<file path="src/rtl/seg7_pkg.sv">
// Shared segment codes, FSM state type and width helper for the seven-segment scanner.
package seg7_pkg;

  localparam logic [6:0] SEG_0   = 7'b1000000;
  localparam logic [6:0] SEG_1   = 7'b1111001;
  localparam logic [6:0] SEG_2   = 7'b0100100;
  localparam logic [6:0] SEG_3   = 7'b0110000;
  localparam logic [6:0] SEG_4   = 7'b0011001;
  localparam logic [6:0] SEG_5   = 7'b0010010;
  localparam logic [6:0] SEG_6   = 7'b0000010;
  localparam logic [6:0] SEG_7   = 7'b1111000;
  localparam logic [6:0] SEG_8   = 7'b0000000;
  localparam logic [6:0] SEG_9   = 7'b0010000;
  localparam logic [6:0] SEG_A   = 7'b0001000;
  localparam logic [6:0] SEG_B   = 7'b0000011;
  localparam logic [6:0] SEG_C   = 7'b1000110;
  localparam logic [6:0] SEG_D   = 7'b0100001;
  localparam logic [6:0] SEG_E   = 7'b0000110;
  localparam logic [6:0] SEG_F   = 7'b0001110;
  localparam logic [6:0] SEG_OFF = 7'h7F;

  typedef enum logic {
    ST_BLANK = 1'b0,
    ST_DRIVE = 1'b1
  } state_t;

  function automatic int unsigned clog2(input int unsigned n);
    int unsigned r;
    int unsigned v;
    r = 0;
    v = 1;
    while (v < n) begin
      v = v << 1;
      r = r + 1;
    end
    return r;
  endfunction

endpackage

</file>
<file path="src/rtl/seg7_scan_hex7seg.sv">
// Hex nibble to active-low gfedcba segment pattern.
module hex7seg
  import seg7_pkg::*;
(
  input  logic [3:0] nibble,
  output logic [6:0] seg
);

  always_comb begin
    seg = SEG_OFF;
    case (nibble)
      4'h0: seg = SEG_0;
      4'h1: seg = SEG_1;
      4'h2: seg = SEG_2;
      4'h3: seg = SEG_3;
      4'h4: seg = SEG_4;
      4'h5: seg = SEG_5;
      4'h6: seg = SEG_6;
      4'h7: seg = SEG_7;
      4'h8: seg = SEG_8;
      4'h9: seg = SEG_9;
      4'hA: seg = SEG_A;
      4'hB: seg = SEG_B;
      4'hC: seg = SEG_C;
      4'hD: seg = SEG_D;
      4'hE: seg = SEG_E;
      4'hF: seg = SEG_F;
      default: seg = SEG_OFF;
    endcase
  end

endmodule

</file>
<file path="src/rtl/seg7_scan.sv">
// Tick-driven multiplexer for a common-anode multi-digit seven-segment display with
// frame-synchronous shadowing, leading-zero blanking and inter-digit dead time.
module seg7_scan
  import seg7_pkg::*;
#(
  parameter int unsigned DIGITS      = 4,
  parameter int unsigned BLANK_TICKS = 1
) (
  input  logic                  clk,
  input  logic                  rst,
  input  logic                  tick,
  input  logic                  enable,
  input  logic [4*DIGITS-1:0]   value,
  input  logic [DIGITS-1:0]     dp_in,
  input  logic                  blank_lz,
  output logic [DIGITS-1:0]     an,
  output logic [6:0]            seg,
  output logic                  dp,
  output logic                  frame_done
);

  localparam int unsigned      IDX_W    = (DIGITS > 1) ? clog2(DIGITS) : 1;
  localparam logic [IDX_W-1:0] LAST_IDX = IDX_W'(DIGITS - 1);
  localparam logic [3:0]       LAST_CNT = (BLANK_TICKS == 0) ? 4'd0 : 4'(BLANK_TICKS - 1);

  state_t              state, state_nx;
  logic [IDX_W-1:0]    idx, idx_nx;
  logic [3:0]          cnt, cnt_nx;
  logic [4*DIGITS-1:0] sh_val, sh_val_nx;
  logic [DIGITS-1:0]   sh_dp, sh_dp_nx;
  logic                sh_lz, sh_lz_nx;
  logic                done_nx;

  logic [3:0]          nib;
  logic [6:0]          dec;
  logic                suppress;
  logic [DIGITS-1:0]   an_nx;
  logic [6:0]          seg_nx;
  logic                dp_nx;

  always_comb begin
    state_nx  = state;
    idx_nx    = idx;
    cnt_nx    = cnt;
    sh_val_nx = sh_val;
    sh_dp_nx  = sh_dp;
    sh_lz_nx  = sh_lz;
    done_nx   = 1'b0;
    if (!enable) begin
      state_nx = ST_BLANK;
      idx_nx   = '0;
      cnt_nx   = '0;
    end else if (tick) begin
      case (state)
        ST_BLANK: begin
          if (BLANK_TICKS == 0 || cnt == LAST_CNT) begin
            state_nx = ST_DRIVE;
            cnt_nx   = '0;
          end else begin
            cnt_nx = cnt + 4'd1;
          end
        end
        ST_DRIVE: begin
          idx_nx   = (idx == LAST_IDX) ? '0 : idx + IDX_W'(1);
          state_nx = (BLANK_TICKS == 0) ? ST_DRIVE : ST_BLANK;
          done_nx  = (idx == LAST_IDX);
        end
        default: state_nx = ST_BLANK;
      endcase
      // Shadow load happens on the same edge as the first digit of a frame, so the
      // registered pins below must be decoded from the next-state shadow values.
      if (state_nx == ST_DRIVE && idx_nx == '0) begin
        sh_val_nx = value;
        sh_dp_nx  = dp_in;
        sh_lz_nx  = blank_lz;
      end
    end
  end

  assign nib      = sh_val_nx[4*idx_nx +: 4];
  assign suppress = sh_lz_nx && (idx_nx != '0) && ((sh_val_nx >> (4*idx_nx)) == '0);

  hex7seg u_hex7seg (
    .nibble (nib),
    .seg    (dec)
  );

  always_comb begin
    an_nx  = '1;
    seg_nx = SEG_OFF;
    dp_nx  = 1'b1;
    if (state_nx == ST_DRIVE) begin
      dp_nx = ~sh_dp_nx[idx_nx];
      if (suppress) begin
        // Blanked digit still lights its anode when its decimal point is requested.
        an_nx[idx_nx] = ~sh_dp_nx[idx_nx];
      end else begin
        an_nx[idx_nx] = 1'b0;
        seg_nx        = dec;
      end
    end
  end

  always_ff @(posedge clk or negedge rst) begin
    if (!rst) begin
      state      <= ST_BLANK;
      idx        <= '0;
      cnt        <= '0;
      sh_val     <= '0;
      sh_dp      <= '0;
      sh_lz      <= 1'b0;
      an         <= '1;
      seg        <= SEG_OFF;
      dp         <= 1'b1;
      frame_done <= 1'b0;
    end else begin
      state      <= state_nx;
      idx        <= idx_nx;
      cnt        <= cnt_nx;
      sh_val     <= sh_val_nx;
      sh_dp      <= sh_dp_nx;
      sh_lz      <= sh_lz_nx;
      an         <= an_nx;
      seg        <= seg_nx;
      dp         <= dp_nx;
      frame_done <= done_nx;
    end
  end

endmodule

</file>
<file path="config.mk">
export PLATFORM = sky130hd
export DESIGN_NAME = seg7_scan
export DESIGN_NICKNAME = d
export VERILOG_FILES = /design/src/rtl/seg7_pkg.sv /design/src/rtl/seg7_scan_hex7seg.sv /design/src/rtl/seg7_scan.sv
export SDC_FILE = /design/constraint.sdc
export NUM_CORES = 1
export LEC_CHECK = 0
export BUFFER_PORTS_ARGS = -buffer_cell sky130_fd_sc_hd__clkbuf_2
export CORE_ASPECT_RATIO = 0.9
export CORE_MARGIN = 4
export CORE_UTILIZATION = 55
export CTS_CLUSTER_SIZE = 20
export DETAILED_ROUTE_END_ITERATION = 7
export MAX_ROUTING_LAYER = met4
export PLACE_DENSITY_LB_ADDON = 0.05
export SYNTH_ARGS = -nofsm -noshare
export SYNTH_HDL_FRONTEND = slang
export SYNTH_SLANG_ARGS = --single-unit
</file>
<file path="constraint.sdc">
create_clock -name clk -period 6.5 [get_ports clk]
set_input_delay 1.3 -clock clk [delete_from_list [all_inputs] [get_ports clk]]
set_output_delay 1.3 -clock clk [all_outputs]
set_load 0.005 [all_outputs]
</file>
==> Word-level counts from Yosys, hierarchy flattened <==
Memory sizes are Yosys's and may differ from the RTL's.
Index checks and enable logic that the tools add are counted.
{ "word_totals": {"mem_bits_rw": 0, "rom_bits": 112, "latchBits": 0, "reg_bits": 41, "mem_count": 1, "input_bits": 25, "out_inout_bits": 13} }
{ "memory_table": {"columns": ["name", "words", "width", "rd", "rd_clocked_by_memory_dff", "wr", "line", "text"], "rows": [
  ["(no name shown)", 16, 7, 1, 0, 0, "seg7_scan_hex7seg.sv:11", "case (nibble)"]
]} }
{ "op_classes": {"shift": 2, "mul": 0, "add_sub_neg": 2, "order_cmp": 2, "div": 0, "bitwise_logic": 4, "n_eq_ne": 3, "reduce_logical": 9, "n_mux": 37} }
{ "op_table": {"columns": ["op", "n"], "rows": [
  ["16-bit 2-to-1 mux", 3],
  ["4-bit 2-to-1 mux", 9],
  ["16-bit zero test", 1],
  ["16-bit by 5-bit variable part select with 4-bit output", 1],
  ["16-bit by 4-bit >> shifter with 16-bit output", 1],
  ["1-bit 2-to-1 mux", 14],
  ["7-bit 2-to-1 mux", 2],
  ["2-bit 2-to-1 mux", 6],
  ["4-bit by 1-bit adder with 4-bit output (second input constant)", 1],
  ["1-bit logical AND", 4],
  ["4-bit zero test", 1],
  ["2-bit inequality test (second input constant)", 2],
  ["4-bit NOT", 1],
  ["4-bit bitwise OR", 1],
  ["2-bit by 3-bit < comparator with 1-bit output (second input constant)", 1],
  ["2-bit by 1-bit adder with 2-bit output (second input constant)", 1],
  ["1-bit binary-select mux with 2-bit select", 1],
  ["1-bit demux with 2-bit select", 1],
  ["2-bit equality test (second input constant)", 1],
  ["2-bit by 1-bit greater-or-equal comparator with 1-bit output (second input constant)", 1],
  ["2-bit zero test", 1],
  ["1-bit NOT", 2],
  ["1-bit one-hot mux with 2 select lines", 1],
  ["2-bit AND reduction", 1],
  ["2-bit nonzero test", 1]
]} }

==> Depth between registers and ports, before layout <==
Gate-level depths: netlist of the first run.
{ "logic_depth": {"word_depth": 16, "mapped_depth": 14, "ltp_nobuf": 13} }

==> Hierarchy <==
Synthesis of the first run repeated with hierarchy kept, for this count alone.
{ "unflattened": {"cells_unflattened": 253, "hier_area_um2": 2386.0} }
{ "by_module_without_submodules": {"columns": ["module", "area_per_inst_um2", "cells_per_inst", "n_inst", "seq_area_each_um2"], "rows": [
  ["seg7_scan", 2133.3, 222, 1, 1041.0],
  ["hex7seg", 252.7, 31, 1, 0.0]
]} }

==> Least setup slack after synthesis of the first run <==
No wires, ideal clock.
{ "synth_timing": {"path_kind": "input -> register", "start": "input port tick", "end": "register seg[2]", "t_required_ns": 6.389, "path_stages": 13, "path_buffers": 1, "arrival_time_ns": 3.577, "path_slack_ns": 2.812, "cell_sequence": "a21bo_2 > a21bo_1 > inv_1 > buf_2 > mux4_2 > nand2_1 > o21ai_0 > inv_1 > ha_1 > o21ai_0 > a21oi_1 > nor2_1 > o311ai_0"} }
{ "synth_between": {"elab_chain_len": 7, "word_cells_on_any_way": 17, "classes_between": "2 x shift; 10 x mux; 4 x reduce/logical; 1 x memory"} }
{ "synth_rtl": {"columns": ["item", "line", "text"], "rows": [
  ["from (decl)", "seg7_scan.sv:11", "input logic tick,"],
  ["2-bit 2-to-1 mux (*)", "seg7_scan.sv:53", "end else if (tick) begin"],
  ["2-bit 2-to-1 mux (*)", "seg7_scan.sv:49", "if (!enable) begin"],
  ["via idx_nx[0]", "seg7_scan.sv:27", "logic [IDX_W-1:0] idx, idx_nx;"],
  ["parallel branches: the longest is 3 deep, another holds memory 16 x 7 bit", null, null],
  ["7-bit 2-to-1 mux (*)", "seg7_scan.sv:94", "if (suppress) begin"],
  ["7-bit 2-to-1 mux (*)", "seg7_scan.sv:92", "if (state_nx == ST_DRIVE) begin"],
  ["via seg_nx[2]", "seg7_scan.sv:38", "logic [6:0] seg_nx;"],
  ["to (signal assigned)", "seg7_scan.sv:124", "seg <= seg_nx;"],
  ["to (decl)", "seg7_scan.sv:17", "output logic [6:0] seg,"]
]} }
Mark *: on every way through the listed nets, which the timed path passes.
A chain may end at the register's enable or synchronous reset.

==> Worst setup path in the final report of the first run <==
{ "layout_timing": {"start": "input port tick", "end": "register seg[2]"} }
{ "layout_between": {"elab_chain_len": 7, "word_cells_on_any_way": 17, "classes_between": "2 x shift; 10 x mux; 4 x reduce/logical; 1 x memory"} }
{ "layout_rtl": {"columns": ["item", "line"], "rows": [
  ["parallel branches: the longest is 6 deep, another holds memory 16 x 7 bit", null],
  ["7-bit 2-to-1 mux (*)", "seg7_scan.sv:92"],
  ["via seg_nx[2]", "seg7_scan.sv:38"]
]} }
Marks and branches as above.

==> impl_metrics.json, run 1 <==
{
  "synth_edf_count": 0,
  "grt_pass1_wl_mm": 7.76,
  "holdPathEnd": "sh_val[3]",
  "min_from": "sh_val[3]",
  "cp.arrival_ns": 4.57,
  "root_buffer": "clkbuf_8",
  "n_fill_cell": 313,
  "crit_required_ns": 6.70,
  "synthArstFlopShare_pct": 100,
  "synth_seq_cells": 41,
  "yosys-top-cells-area": "dfrtp_1 32%, dfstp_2 14%, nand2_1 9.0%",
  "finClkSkew_ns": 0.00929,
  "rrSetupSlack_ns": 2.68,
  "rsz0062_at_grt": "false",
  "post-route-util_pct": 67.1,
  "yosysMostFrequentCell": "nand2_1",
  "postCtsSetupRepairBufs": 0,
  "multi_input_area_sq_um": 1120,
  "path_class": "in -> reg",
  "die_w_um": 75.6,
  "vdd_ir_drop_max_mv": 0.170,
  "cpPeakStageDelay_ns": 0.61,
  "finalSetupViolations": 0,
  "period_share_pct": 67.3,
  "diodes": 0,
  "drv_cap": 0,
  "totalWireLength_mm": 4.68,
  "worstMarginPinSlew_ns": 0.985,
  "ant_nets": 0,
  "core_area_sq_um": 3840,
  "period_minus_slack_ns": 4.37,
  "cts_tree": "done",
  "firstDrtPassIters": 4,
  "drc": 0,
  "cts_buffer_depth": 2,
  "leakage_uw": 0.00121,
  "io_pins": 38,
  "worst_r2r_path_depth": 12,
  "finalMaxSlewViolations": 0,
  "clock_sinks": 41,
  "fmax_mhz": 229,
  "vias_per_cell": 5.81,
  "synth_fp_nets": 255,
  "grt_antenna_before_repair": 0,
  "vias": 1767,
  "yosys.area.top_type": "dfrtp_1",
  "hpwl_mm": 3.39,
  "hold_buffers": 0,
  "path_clk_slew_ns": 0.08,
  "row_count": 21,
  "netlist.area_leader.share_pct": 32.1,
  "insertion_delay_ns": 0.31,
  "die_h_um": 68.8,
  "ys_warn_count": 0,
  "max_slew_margin_pct": 34.3,
  "status": "finished, final reports clean",
  "wire_per_inst_um": 15.4,
  "worst_path_most_repeated_cell": "o21ai_0",
  "syn_area_per_cell_sq_um": 10.2,
  "cts_resized": 0,
  "grt_use_total_pct": 20.9,
  "syn_inst": 221,
  "hold_depth": 2,
  "grt_pass1_vias": 1619,
  "p_per_area_nw_per_um2": 266,
  "drt_iter0_drc": 100,
  "dp_cells": 296,
  "cts_made_buffers": 5,
  "synth_cell_types": 57,
  "synth_top_cells_by_count": "54 x nand2_1, 29 x dfrtp_1, 12 x dfstp_2, 12 x inv_1, 9 x ha_1",
  "path_max_fanout": 22,
  "synthFlopType": "dfrtp_1",
  "grt_max_degree": 42,
  "htreeDepth": 2,
  "path_cells": "clkbuf_2 -> nor2b_1 -> nand3_2 -> mux4_2 -> nand2_1 -> o21ai_0 -> inv_1 -> ha_1 -> o21ai_0 -> a21oi_1 -> nor2_1 -> o311ai_0",
  "grt.overflow.total": 0,
  "port_buffers": 37,
  "hp-class": "reg -> reg",
  "final_nets": 291,
  "endpoint_kind": "register",
  "startpoint_type": "primary input",
  "area_growth_pct": 13.7,
  "synth_area_sq_um": 2260,
  "reg2reg_from": "cnt[0]",
  "place_congestion": 0.850,
  "r2r-end": "seg[2]",
  "drive_above_1_share_pct": 30.2,
  "fin_cells": 304,
  "ys_seq_area_share_pct": 46.0,
  "slowest_stage": "mux4_2",
  "dieArea_sq_um": 5200,
  "seq_area_sq_um": 1040,
  "start_util_pct": 59.0,
  "setup_tns_ns": 0,
  "finalHoldViolations": 0
}
==> critical path: cells and delay by family <==
kind / cells / cell delay, ns
mux: 1 / 0.61
buf+inv: 2 / 0.37
compound gates: 4 / 0.87
simple gates: 4 / 1.19
fa+ha+maj: 1 / 0.21
==> per-layer routing <==
layer / vias up / wire length, um / track usage [%]
met1: 854 / 2210 / 28.5
met3: 8 / 256 / 4.20
met2: 48 / 2140 / 31.1
li1: 857 / - / -
met4: 0 / 72 / 7.21
met5: - / 0 / -
==> sequential cells by signal (all words and copies together), names as in the netlist <==
register    flops
frame_done      1
an              4
state           1
idx             2
dp              1
sh_lz           1
seg             7
sh_dp           4
sh_val         16
cnt             4
==> layout make-up <==
| type | instances | area share (%) |
|---|---|---|
| clock buffer | 5 | 2.68 |
| tap | 46 | 2.24 |
| sequential | 41 | 40.5 |
| multi-input combinational | 159 | 43.7 |
| timing repair buffer | 37 | 7.20 |
| inverter | 13 | 1.90 |
| clock inverter | 3 | 1.80 |
==> worst max path at each step <==
stage	start	to	slack, ns	cells past startpoint
CTS	enable	seg[2]	2.11	11
global route	enable	seg[2]	1.59	11
global placement	enable	seg[2]	1.91	11
floorplan	tick	seg[2]	2.81	13
detailed placement	enable	seg[2]	1.82	11
finish	tick	seg[2]	2.13	12
==> kinds of logic (layout without fill, tap and decap cells) <==
kind of cell,after synthesis,in the layout,share of synthesized area (%)
AND/OR/NAND/NOR,92,92,20.9
buffers and inverters,21,58,4.26
multiplexers,19,19,10.8
flip-flops,41,41,46.0
adder cells (fa/ha/maj),9,9,4.98
AO/OA/AOI/OAI,38,38,12.6
XOR/XNOR,1,1,0.387
==> metrics by stage <==
stage | area, sq um | power (uW) | hold slack [ns] | setup slack (ns)
floorplan | 2260 | 432 | 0.435 | 2.81
global placement | 2460 | 477 | 0.455 | 1.91
finish | 2570 | 685 | 0.480 | 2.13
CTS | 2570 | 689 | 0.476 | 2.11
detailed placement | 2460 | 477 | 0.455 | 1.82
global route | 2570 | 727 | 0.506 | 1.59
==> where the power goes <==
part | total, uW | switching (uW) | internal (uW)
Combinational | 162 | 92.8 | 69.2
Clock | 211 | 96.5 | 115
Sequential | 312 | 18.1 | 294
Total | 685 | 207 | 478
==> cells in the final DEF, fill, tap and decap left out, types with 2 or more instances in the layout <==
cell type / instances
mux4_2: 2
mux2i_1: 7
clkbuf_8: 5
nor4b_1: 2
a21boi_0: 2
o211ai_1: 4
nor2b_1: 3
o31ai_1: 2
dfrtp_1: 29
nand2_1: 54
inv_1: 12
nand3_1: 4
ha_1: 9
dfstp_2: 12
clkbuf_2: 37
and3_1: 2
o41ai_1: 2
and2_1: 2
nor2_1: 3
nor4_1: 2
o221ai_1: 4
a21oi_1: 5
mux2_2: 7
or4_1: 2
o21ai_1: 2
nand2b_1: 4
nand4_1: 5
nor3b_2: 2
o21ai_0: 4
Note: power is estimated with default switching activity, not from simulation.
==> run 2, diff against run 1 <==
- CORE_UTILIZATION: 55 -> 50
- clock period: 6.5 -> 3.79 ns (I/O delays scaled with it)
==> run 2 against run 1 <==
  * Utilization is 3.3 points lower
  * Register-to-register slack worse by 2.2 ns
  * Non-clock buffer count is 10 higher
  * Clock power increased by 98%
  * Sequential cell count unchanged
  * First-iteration DRC count decreased by 7.0%
  * Worst hold slack better by 0.0037 ns
  * Largest cell class unchanged
==> impl_metrics.json, run 2 (synthesis gave the netlist of run 1 again) <==
{
  "post-place-ws_ns": 0.398,
  "totalWireLength_mm": 4.98,
  "grt_use_total_pct": 19.8,
  "drt_iter0_drc": 93,
  "endpoint_kind": "register",
  "drive_above_1_share_pct": 32.8,
  "drv_cap": 0,
  "htreeDepth": 2,
  "hp-class": "reg -> reg",
  "finClkSkew_ns": 0.00534,
  "insertion_delay_ns": 0.29,
  "largest_reg_flops": 16,
  "die_w_um": 78.9,
  "dieArea_sq_um": 5670,
  "worstMarginPinSlew_ns": 0.998,
  "period_minus_slack_ns": 3.29,
  "start_util_pct": 53.7,
  "crit_required_ns": 3.95,
  "grt_pass1_vias": 1812,
  "post-route-util_pct": 63.7,
  "r2r-end": "seg[2]",
  "row_count": 22,
  "hpwl_mm": 3.69,
  "layout_commonest_cell": "nand2_1",
  "leakage_uw": 0.00127,
  "holdWs_ns": 0.483,
  "cts_resized": 0,
  "cp.arrival_ns": 3.45,
  "cts_tree": "done",
  "max_slew_margin_pct": 33.5,
  "rsz0062_at_grt": "false",
  "firstDrtPassIters": 4,
  "period_share_pct": 86.9,
  "port_buffers": 37,
  "fin_ws_ns": 0.495,
  "p_per_area_nw_per_um2": 465,
  "path_max_fanout": 12,
  "dp_cells": 320,
  "diodes": 0,
  "fin_cells": 328,
  "root_buffer": "clkbuf_8",
  "grt.overflow.total": 0,
  "finalSetupViolations": 0,
  "place_congestion": 0.871,
  "final_nets": 301,
  "vdd_ir_drop_max_mv": 0.286,
  "path_clk_slew_ns": 0.08,
  "cts_buffer_depth": 2,
  "vias_per_cell": 5.45,
  "crit_start": "cnt[0]",
  "drc": 0,
  "die_h_um": 71.8,
  "fmax_mhz": 304,
  "endpoint": "seg[2]",
  "grt_pass1_wl_mm": 8.56,
  "area_growth_pct": 18.6,
  "regMostFlops": "sh_val",
  "setup_tns_ns": 0,
  "status": "finished, final reports clean",
  "worst_r2r_path_depth": 12,
  "startpoint_type": "register",
  "mostFrequentLayoutCells": "54 x nand2_1, 37 x clkbuf_2, 29 x dfrtp_1",
  "finalMaxSlewViolations": 0,
  "wire_per_inst_um": 15.2,
  "hold_buffers": 0,
  "cts_made_buffers": 5,
  "finalHoldViolations": 0,
  "postCtsSetupRepairBufs": 0,
  "rrSetupSlack_ns": 0.50,
  "grt_max_degree": 42,
  "n_fill_cell": 368,
  "core_area_sq_um": 4210,
  "vias": 1787,
  "reg_top3": "sh_val: 16 flops, seg: 7 flops",
  "path_class": "reg -> reg",
  "ant_nets": 0,
  "clock_sinks": 41,
  "io_pins": 38,
  "grt_antenna_before_repair": 0,
  "reg2reg_from": "cnt[0]"
}
-- run 2: cell count changes in the layout (fill, tap and decap cells not counted) --
cell / previous run / this run
buf_4: 0 / 10
clkinv_4: 1 / 0
bufinv_16: 1 / 2
clkinvlp_4: 1 / 0
clkinv_2: 0 / 1
-- run 2: layer usage --
metal,routed length (um),vias up,track usage [%]
met5,0,-,-
met3,221,10,4.65
met4,82,0,6.30
met1,2380,862,26.6
li1,-,874,-
met2,2290,41,29.8
-- run 2: area by class of cell --
| type | instances | area (sq um) | area share [%] |
|---|---|---|---|
| Clock buffer | 5 | 68.8 | 2.56 |
| Multi-Input combinational cell | 159 | 1120 | 41.9 |
| Tap cell | 60 | 75.1 | 2.80 |
| Timing Repair Buffer | 47 | 260 | 9.70 |
| Inverter | 13 | 48.8 | 1.82 |
| Sequential cell | 41 | 1040 | 38.8 |
| Clock inverter | 3 | 65.1 | 2.42 |
-- run 2: worst max-delay path, stage by stage, from the launching register on --
cell and delay (ns):
dfrtp_1 0.41, inv_1 0.08, ha_1 0.17, nor3b_2 0.27, nand3_2 0.30, mux2_2 0.38, mux2_2 0.29, mux2i_4 0.25
ha_1 0.24, o21ai_0 0.12, a21oi_1 0.30, nor2_1 0.18, o311ai_0 0.17
-- run 2: metrics by stage --
step / total power (uW) / instance area (sq um)
6_report: 1250 / 2680
5_1_grt: 1320 / 2680
4_1_cts: 1260 / 2680
3_5_place_dp: 837 / 2550
3_3_place_gp: 832 / 2550
2_1_floorplan: 741 / 2260
-- run 2: worst min path at each step --
stage,cells after the start,start,to
6_report,2,sh_dp[0],sh_dp[0]
4_1_cts,2,sh_val[5],sh_val[5]
5_1_grt,2,sh_val[3],sh_val[3]
3_5_place_dp,2,sh_lz,sh_lz
2_1_floorplan,2,sh_dp[0],sh_dp[0]
3_3_place_gp,2,sh_val[1],sh_val[1]
-- run 2: power by group --
part	internal, uW	leakage [uW]	switching, uW
sequential	504	0.000493	33.2
clock	262	0.0000681	155
combinational	129	0.000708	164
